File: config.mk
export PLATFORM = sky130hd
export DESIGN_NAME = uart_rx_core
export DESIGN_NICKNAME = d
export VERILOG_FILES = /design/src/rtl/uart_pkg.sv /design/src/rtl/uart_rx_tick_gen.sv /design/src/rtl/uart_rx_core.sv
export SDC_FILE = /design/constraint.sdc
export NUM_CORES = 1
export LEC_CHECK = 0
export CELL_PAD_IN_SITES_DETAIL_PLACEMENT = 1
export CELL_PAD_IN_SITES_GLOBAL_PLACEMENT = 1
export CORE_MARGIN = 4
export CORE_UTILIZATION = 44
export DETAILED_ROUTE_END_ITERATION = 10
export HOLD_SLACK_MARGIN = 0.12
export PLACE_DENSITY = 0.91
export SLEW_MARGIN = 20
export SYNTH_ARGS = -nofsm -noshare
export SYNTH_HDL_FRONTEND = slang
export SYNTH_SLANG_ARGS = --single-unit
File: constraint.sdc
create_clock -name clk -period 2.5 [get_ports clk]
set_input_delay 0.25 -clock clk [delete_from_list [all_inputs] [get_ports clk]]
set_output_delay 0.25 -clock clk [all_outputs]
set_load 0.005 [all_outputs]
File: src/rtl/uart_pkg.sv
// Shared UART definitions: receiver state encoding, oversampling points and the
// baud-divisor limit helper used by the tick generators.
package uart_pkg;

    typedef enum logic [2:0] {
        IDLE   = 3'd0,
        START  = 3'd1,
        DATA   = 3'd2,
        STOP   = 3'd3,
        PARITY = 3'd4
    } rx_state_t;

    localparam int unsigned OVERSAMPLE  = 16;
    localparam logic [3:0]  MID_SAMPLE  = 4'd7;
    localparam logic [3:0]  LAST_SAMPLE = 4'(OVERSAMPLE - 1);

    // A divisor of zero behaves like one: a tick on every cycle.
    function automatic logic [15:0] brd_limit(input logic [15:0] brd);
        return (brd == 16'd0) ? 16'd0 : brd - 16'd1;
    endfunction

endpackage

File: src/rtl/uart_rx_tick_gen.sv
// Oversampling tick enable: one-cycle pulse every brd clk cycles, shared with the
// transmit side. A new divisor is picked up only when the counter wraps.
module uart_rx_tick_gen
    import uart_pkg::*;
(
    input  logic        clk,
    input  logic        reset,
    input  logic [15:0] brd,
    output logic        tick
);

    logic [15:0] div_cnt;
    logic [15:0] div_lim;

    assign tick = (div_cnt == div_lim);

    always_ff @(posedge clk) begin
        if (reset) begin
            div_cnt <= 16'd0;
            div_lim <= brd_limit(brd);
        end else if (tick) begin
            div_cnt <= 16'd0;
            div_lim <= brd_limit(brd);
        end else begin
            div_cnt <= div_cnt + 16'd1;
        end
    end

endmodule

File: src/rtl/uart_rx_core.sv
// UART receiver: 16x oversampled, 8N1 LSB first, valid/ready byte output.
// Define UART_RX_PARITY_EN to add a parity bit (parity_odd / parity_err ports).
//
// state  | meaning
// IDLE   | waiting for a 1->0 edge on the synchronised line
// START  | counting to mid start bit; line high there is a false start
// DATA   | sampling data bits at sample count 15, LSB first
// PARITY | sampling the parity bit (UART_RX_PARITY_EN only)
// STOP   | sampling the stop bit, then deliver or flag frame error
module uart_rx_core
    import uart_pkg::*;
#(
    parameter int DATA_BITS = 8
)
(
    input  logic                 clk,
    input  logic                 reset,
    input  logic [15:0]          brd,
    input  logic                 rx_in,
    input  logic                 rx_ready,
`ifdef UART_RX_PARITY_EN
    input  logic                 parity_odd,
    output logic                 parity_err,
`endif
    output logic [DATA_BITS-1:0] rx_data,
    output logic                 rx_valid,
    output logic                 frame_err,
    output logic                 overrun,
    output logic                 rx_busy
);

    localparam logic [2:0] LAST_BIT = 3'(DATA_BITS - 1);

    rx_state_t            state, state_nx;
    logic                 tick;
    logic                 rx_meta, rx_sync, rx_prev;
    logic [3:0]           samp_cnt;
    logic [2:0]           bit_cnt;
    logic [DATA_BITS-1:0] shreg;
    logic                 mid_pt, end_pt;
    logic                 shift_en, stop_smp;

    uart_rx_tick_gen u_tick_gen (
        .clk   (clk),
        .reset (reset),
        .brd   (brd),
        .tick  (tick)
    );

    assign mid_pt = tick && (samp_cnt == MID_SAMPLE);
    assign end_pt = tick && (samp_cnt == LAST_SAMPLE);

    always_ff @(posedge clk) begin
        if (reset) state <= IDLE;
        else       state <= state_nx;
    end

    always_comb begin
        state_nx = state;
        unique case (state)
            IDLE:  if (rx_prev && !rx_sync) state_nx = START;
            START: if (mid_pt) state_nx = rx_sync ? IDLE : DATA;
            DATA: begin
                if (end_pt && (bit_cnt == LAST_BIT)) begin
`ifdef UART_RX_PARITY_EN
                    state_nx = PARITY;
`else
                    state_nx = STOP;
`endif
                end
            end
`ifdef UART_RX_PARITY_EN
            PARITY: if (end_pt) state_nx = STOP;
`endif
            STOP:  if (end_pt) state_nx = IDLE;
            default: state_nx = IDLE;
        endcase
    end

    always_comb begin
        shift_en = (state == DATA) && end_pt;
        stop_smp = (state == STOP) && end_pt;
        rx_busy  = (state != IDLE);
    end

    // Sample counter restarts on every state change so each state counts from 0.
    always_ff @(posedge clk) begin
        if (reset) begin
            rx_meta  <= 1'b1;
            rx_sync  <= 1'b1;
            rx_prev  <= 1'b1;
            samp_cnt <= 4'd0;
            bit_cnt  <= 3'd0;
            shreg    <= '0;
        end else begin
            rx_meta <= rx_in;
            rx_sync <= rx_meta;
            rx_prev <= rx_sync;
            if (state_nx != state) samp_cnt <= 4'd0;
            else if (tick)         samp_cnt <= samp_cnt + 4'd1;
            if (state == IDLE)     bit_cnt <= 3'd0;
            else if (shift_en)     bit_cnt <= bit_cnt + 3'd1;
            if (shift_en)          shreg <= {rx_sync, shreg[DATA_BITS-1:1]};
        end
    end

    // A completed byte is dropped, not queued, when the holding register is still full.
    always_ff @(posedge clk) begin
        if (reset) begin
            rx_data   <= '0;
            rx_valid  <= 1'b0;
            frame_err <= 1'b0;
            overrun   <= 1'b0;
        end else begin
            frame_err <= stop_smp && !rx_sync;
            overrun   <= stop_smp && rx_sync && rx_valid && !rx_ready;
            if (stop_smp && rx_sync && (!rx_valid || rx_ready)) begin
                rx_data  <= shreg;
                rx_valid <= 1'b1;
            end else if (rx_valid && rx_ready) begin
                rx_valid <= 1'b0;
            end
        end
    end

`ifdef UART_RX_PARITY_EN
    logic par_acc, par_bad, par_smp;

    assign par_smp = (state == PARITY) && end_pt;

    always_ff @(posedge clk) begin
        if (reset) begin
            par_acc    <= 1'b0;
            par_bad    <= 1'b0;
            parity_err <= 1'b0;
        end else begin
            if (state == IDLE) par_acc <= 1'b0;
            else if (shift_en) par_acc <= par_acc ^ rx_sync;
            if (par_smp)       par_bad <= rx_sync != (par_acc ^ parity_odd);
            parity_err <= stop_smp && par_bad;
        end
    end
`endif

endmodule

**Word-level counts from Yosys, hierarchy flattened**

Index checks and enable logic that the tools add are counted.

- Output and inout port bits: 12
- Input port bits: 20
- Memories kept: 0
- Flip-flop bits (word level): 64
- Bits in writable memories: 0
- Bits in read-only memories: 0
- Bits in latches: 0

- Add/sub/neg operators: 4
- Muxes and demuxes: 11
- Equal/unequal tests: 8
- Bitwise operators: 0
- $mul: 0
- Shift-type cells: 0
- Reduce and logical (&&, ||, !) cells: 24
- $lt $le $gt $ge: 0
- Div/mod/pow operators: 0

Operators by type and width:

| kind | number |
|---|---|
| $mux W16 | 3 |
| $add A16 B1 Y16 const B | 1 |
| $eq A16 B16 Y1 | 1 |
| $logic_not A16 Y1 | 1 |
| $sub A16 B1 Y16 const B | 1 |
| $logic_and A1 B1 Y1 | 12 |
| $mux W3 | 4 |
| $pmux W3 S4 | 1 |
| $eq A3 B2 Y1 const B | 2 |
| $reduce_or A2 Y1 | 3 |
| $add A4 B1 Y4 const B | 1 |
| $eq A4 B3 Y1 const B | 1 |
| $eq A4 B4 Y1 const B | 1 |
| $reduce_bool A2 Y1 | 2 |
| $add A3 B1 Y3 const B | 1 |
| $eq A3 B1 Y1 const B | 1 |
| $eq A3 B3 Y1 const B | 1 |
| $logic_not A1 Y1 | 3 |
| $logic_not A3 Y1 | 1 |
| $ne A3 B3 Y1 | 1 |
| $reduce_bool A3 Y1 | 1 |
| $mux W1 | 2 |
| $mux W2 | 1 |
| $logic_or A1 B1 Y1 | 1 |

**Longest topological paths before layout**

- Depth in word-level cells: 7
- Depth in mapped cells: 8
- Depth with buffers taken out: 7

**By module**

A second synthesis with hierarchy kept.

- Cell total of the unflattened synthesis: 316
- Area, all modules: 3089.2 µm²

Modules (own cells, without submodules):

| module | seq. area each (µm²) | area each (µm²) | times used | cells an instance |
|---|---|---|---|---|
| uart_rx_tick_gen | 800.8 | 1720.4 | 1 | 170 |
| uart_rx_core | 640.6 | 1368.8 | 1 | 146 |

**Least setup slack after synthesis**

No wires, ideal clock.

- Kind: flip-flop to flip-flop
- Start point: register u_tick_gen.div_lim[13]
- End point: register u_tick_gen.div_lim[0], enable pin
- Stages on the path, launching flop included: 7
- Arrival time: 1.751 ns
- Setup slack: 0.399 ns
- Path through: edfxtp_1 -> xor2_1 -> nor4_1 -> nand4_2 -> nand2b_1 -> buf_2 -> buf_2

- Word-level cells in the longest chain between the ends: 2

Ends and longest elaborated chain:

| element | line | text |
|---|---|---|
| start: declaration | uart_rx_tick_gen.sv:13 | `logic [15:0] div_lim;` |
| start signal: assignment | uart_rx_tick_gen.sv:20 | `div_lim <= brd_limit(brd);` |
| start signal: assignment | uart_rx_tick_gen.sv:23 | `div_lim <= brd_limit(brd);` |
| $eq A16 B16 Y1 | uart_rx_tick_gen.sv:15 | `assign tick = (div_cnt == div_lim);` |
| $reduce_bool A2 Y1 (no source line) | - |  |

No other way between the ends.
A chain may end at the register's enable or synchronous reset.

**Worst setup path in the final report**

- Start point: register u_tick_gen.div_cnt[2]
- End point: register rx_data[1]

- Word-level cells in the longest chain between the ends: 5

Ends and longest elaborated chain:

| element | line | text |
|---|---|---|
| start: declaration | uart_rx_tick_gen.sv:12 | `logic [15:0] div_cnt;` |
| start signal: assignment | uart_rx_tick_gen.sv:25 | `div_cnt <= div_cnt + 16'd1;` |
| $eq A16 B16 Y1 | uart_rx_tick_gen.sv:15 |  |
| $logic_and A1 B1 Y1 | uart_rx_core.sv:51 | `assign end_pt = tick && (samp_cnt == LAST_SAMPLE);` |
| $logic_and A1 B1 Y1 | uart_rx_core.sv:82 | `stop_smp = (state == STOP) && end_pt;` |
| $logic_and A1 B1 Y1 (2 in a row) | uart_rx_core.sv:117 | `if (stop_smp && rx_sync && (!rx_valid \|\| rx_ready)) begin` |
| end signal: assignment | uart_rx_core.sv:118 | `rx_data <= shreg;` |
| end: declaration | uart_rx_core.sv:25 | `output logic [DATA_BITS-1:0] rx_data,` |

No other way between the ends.

==> results.json <==
{
  "die_height_um": 91.0,
  "grt_overflow_total": 0,
  "critical_path_arrival_ns": 2.60,
  "power.ir.vdd_worst_mv": 0.351,
  "layout_overhead_on_the_synthesized_area_pct": 19.9,
  "antenna_violations_before_repair": 0,
  "power_per_cell_area_nw_per_um2": 577,
  "drt.antenna.violating_nets": 0,
  "synth_edf_count": 16,
  "finalNonFillerCells": 427,
  "floorplan.core_area_um2": 6530,
  "avg_vias_per_cell": 5.38,
  "core.rowCount": 29,
  "n_fill_cell": 741,
  "worst-setup-path-type": "reg2reg",
  "place_hpwl_mm": 5.20,
  "grt_pass1_wl_mm": 12.1,
  "setup_viol": 0,
  "finalWeightedCongestion": 0.790,
  "p_comb_frac": 0.067,
  "synth.net_count": 331,
  "slew_at_the_pin_with_the_worst_max_slew_slack_ns": 0.530,
  "critical_path.max_fanout": 8,
  "fin_tns_setup_ns": 0,
  "diodes": 0,
  "wl_per_cell_um": 16.4,
  "post_synthesis_sequential_area_ratio": 0.475,
  "crit_required_ns": 2.76,
  "syn-cell-area_um2": 3030,
  "detail_route.iter0.violations": 105,
  "leading_cell_type_in_the_layout_fill_and_taps_excluded": "dfxtp_1",
  "post-cts-setup-buffer-count": 0,
  "syn_area_per_cell_um2": 9.91,
  "drc_errors": 0,
  "finalHoldWorstSlack_ns": 0.425,
  "cts_root_buf": "clkbuf_8",
  "pre_cts_slack_ns": 0.105,
  "final_min_period_over_clock_period": 0.939,
  "fp.dieArea_um2": 8280,
  "clk_path_buf_depth": 2,
  "post_synth_inst_count": 306,
  "timing.max_cap.violations": 0,
  "io_pins": 32,
  "unrepaired_setup_endpoints_after_global_routing": "false",
  "regToRegStartpoint": "u_tick_gen.div_cnt[2]",
  "leading_cell_types_by_total_area_after_synthesis": "dfxtp_1 32%, edfxtp_1 16%, xor2_1 8.4%",
  "cts-resized-gates": 0,
  "drtPass1Iterations": 4,
  "r2r_end": "rx_data[1]",
  "clkSinkCount": 64,
  "cellInternalPower_mw": 1.62,
  "ys.flop_type": "dfxtp_1",
  "clk_latency_ns": 0.34,
  "top_area_cell_type_share_of_the_netlist_area": 0.317,
  "start_util": 0.464,
  "max-slew-margin-rel": 0.645,
  "timing.final.hold_violations": 0,
  "io_port_bufs": 31,
  "internal_reg_to_reg_setup_slack_ns": 0.15,
  "setup.worst_path.end_class": "flop",
  "period_needed_ns": 2.35,
  "leakage_nw": 1.42,
  "numCtsBuffers": 9,
  "drive_gt1_frac": 0.0971,
  "min_path_type": "reg2reg",
  "synth_top_cell_by_area": "dfxtp_1",
  "grt_pass1_vias": 2512,
  "cts_max_level": 3,
  "switching_share": 0.229,
  "post-place-cells": 411,
  "layout_setup_ws_ns": 0.152,
  "largest_net_degree_at_the_start_of_global_routing": 33,
  "clock_skew_ns": 0.0101,
  "cts_tree": "done",
  "finalWirelength_mm": 6.99,
  "die_w_um": 91.0,
  "power_switching_mw": 0.481,
  "max_freq_ghz": 0.426,
  "layout.nets": 370,
  "run_status": "finished clean",
  "critPathCapture": "rx_data[1]",
  "critPathLaunch": "u_tick_gen.div_cnt[2]",
  "power.share.clock": 0.407,
  "synthDistinctLibCells": 44,
  "ys_seq_elements": 64,
  "hold_buf_count_cts": 0,
  "slew_viol_final": 0,
  "timing.reg2reg.worst_path_depth": 5,
  "yosysWarnings": 0,
  "clock_transition_at_the_register_clock_pins_on_the_worst_setup_and_hold_paths_after_cts_ns": 0.07,
  "worstSetupStartpointType": "flop",
  "layout.cells.most_common_list": "48 x dfxtp_1, 39 x nor2_1, 31 x clkdlybuf4s50_1",
  "synth_async_sr_flop_share": 0,
  "grt_util_all_layers": 0.184,
  "num_vias": 2299,
  "power_frac_seq": 0.527
}
==> power by group through the flow <==
| stage | clock network (mW) | logic, mW | registers (mW) |
|---|---|---|---|
| floorplan | 0 | 0.0715 | 1.12 |
| detailed placement | 0 | 0.138 | 1.13 |
| global route | 0.934 | 0.155 | 1.11 |
| finish | 0.853 | 0.140 | 1.10 |
| CTS | 0.870 | 0.141 | 1.10 |
| global placement | 0 | 0.132 | 1.12 |
==> area by class of cell <==
cell class | instances | area, um^2 | share of cell area
tap | 77 | 96.3 | 0.0265
clock buffer | 11 | 131 | 0.0361
inverter | 9 | 33.8 | 0.00929
timing repair buffer | 36 | 360 | 0.0991
sequential | 64 | 1440 | 0.396
clock inverter | 5 | 57.6 | 0.0158
multi-input combinational | 225 | 1520 | 0.417
==> metrics by stage <==
stage,power (mW),instance area (um^2),util
after floorplan,1.19,3030,-
after global placement,1.26,3450,0.528
after detailed placement,1.27,3450,0.528
after CTS,2.12,3640,0.557
after global routing,2.19,3640,0.557
final,2.10,3640,0.557
==> routing by layer <==
metal / global-route usage / vias up / part of all wire
li1: - / 1136 / -
met1: 0.215 / 1109 / 0.43
met2: 0.327 / 40 / 0.51
met3: 0.0289 / 14 / 0.028
met4: 0.0917 / 0 / 0.026
met5: 0 / - / 0
==> synthesized netlist by cell type, types with 3 or more instances <==
cell,count
a21oi_1,6
nand2b_1,17
or2_2,5
and3_1,9
o21ai_0,6
and4_1,3
xnor2_1,11
edfxtp_1,16
inv_1,9
nor4_1,6
dfxtp_1,48
nor2_1,39
nand4_1,3
mux2i_1,18
buf_2,3
nand3_1,16
nand2_1,18
clkbuf_1,3
nor3_1,6
xor2_1,29
ha_1,5
==> registers in the layout, indices dropped and copies added, names as in the netlist <==
register	count
overrun	1
state	3
samp_cnt	4
shreg	8
rx_prev	1
rx_valid	1
u_tick_gen.div_cnt	16
rx_sync	1
u_tick_gen.div_lim	16
rx_meta	1
bit_cnt	3
rx_data	8
frame_err	1
==> critical path, stage by stage (launching register included) <==
cell and delay, ns:
dfxtp_1 0.46, xor2_1 0.13, nor4_1 0.48, and4_1 0.45, nand3b_1 0.43, mux2i_1 0.31
==> how the worst min path moves through the flow <==
stage	from	to	slack [ns]	depth (start not counted)
2_1_floorplan	rx_in	rx_meta	0.35	1
3_3_place_gp	rx_meta	rx_sync	0.39	1
3_5_place_dp	rx_meta	rx_sync	0.41	1
4_1_cts	rx_meta	rx_sync	0.43	1
5_1_grt	rx_meta	rx_sync	0.45	1
6_report	rx_meta	rx_sync	0.43	1
==> logic make-up (layout without fill, tap and decap cells) <==
group / Yosys count / in the layout / synth area share
xor+xnor: 40 / 40 / 0.116
buf+inv: 17 / 61 / 0.0248
fa+ha+maj: 5 / 5 / 0.0206
other cells: 1 / 1 / 0.00124
simple gates: 139 / 139 / 0.255
flops: 64 / 64 / 0.475
compound gates: 21 / 21 / 0.0446
mux: 19 / 19 / 0.0631
(Power assumes the default switching activity.)
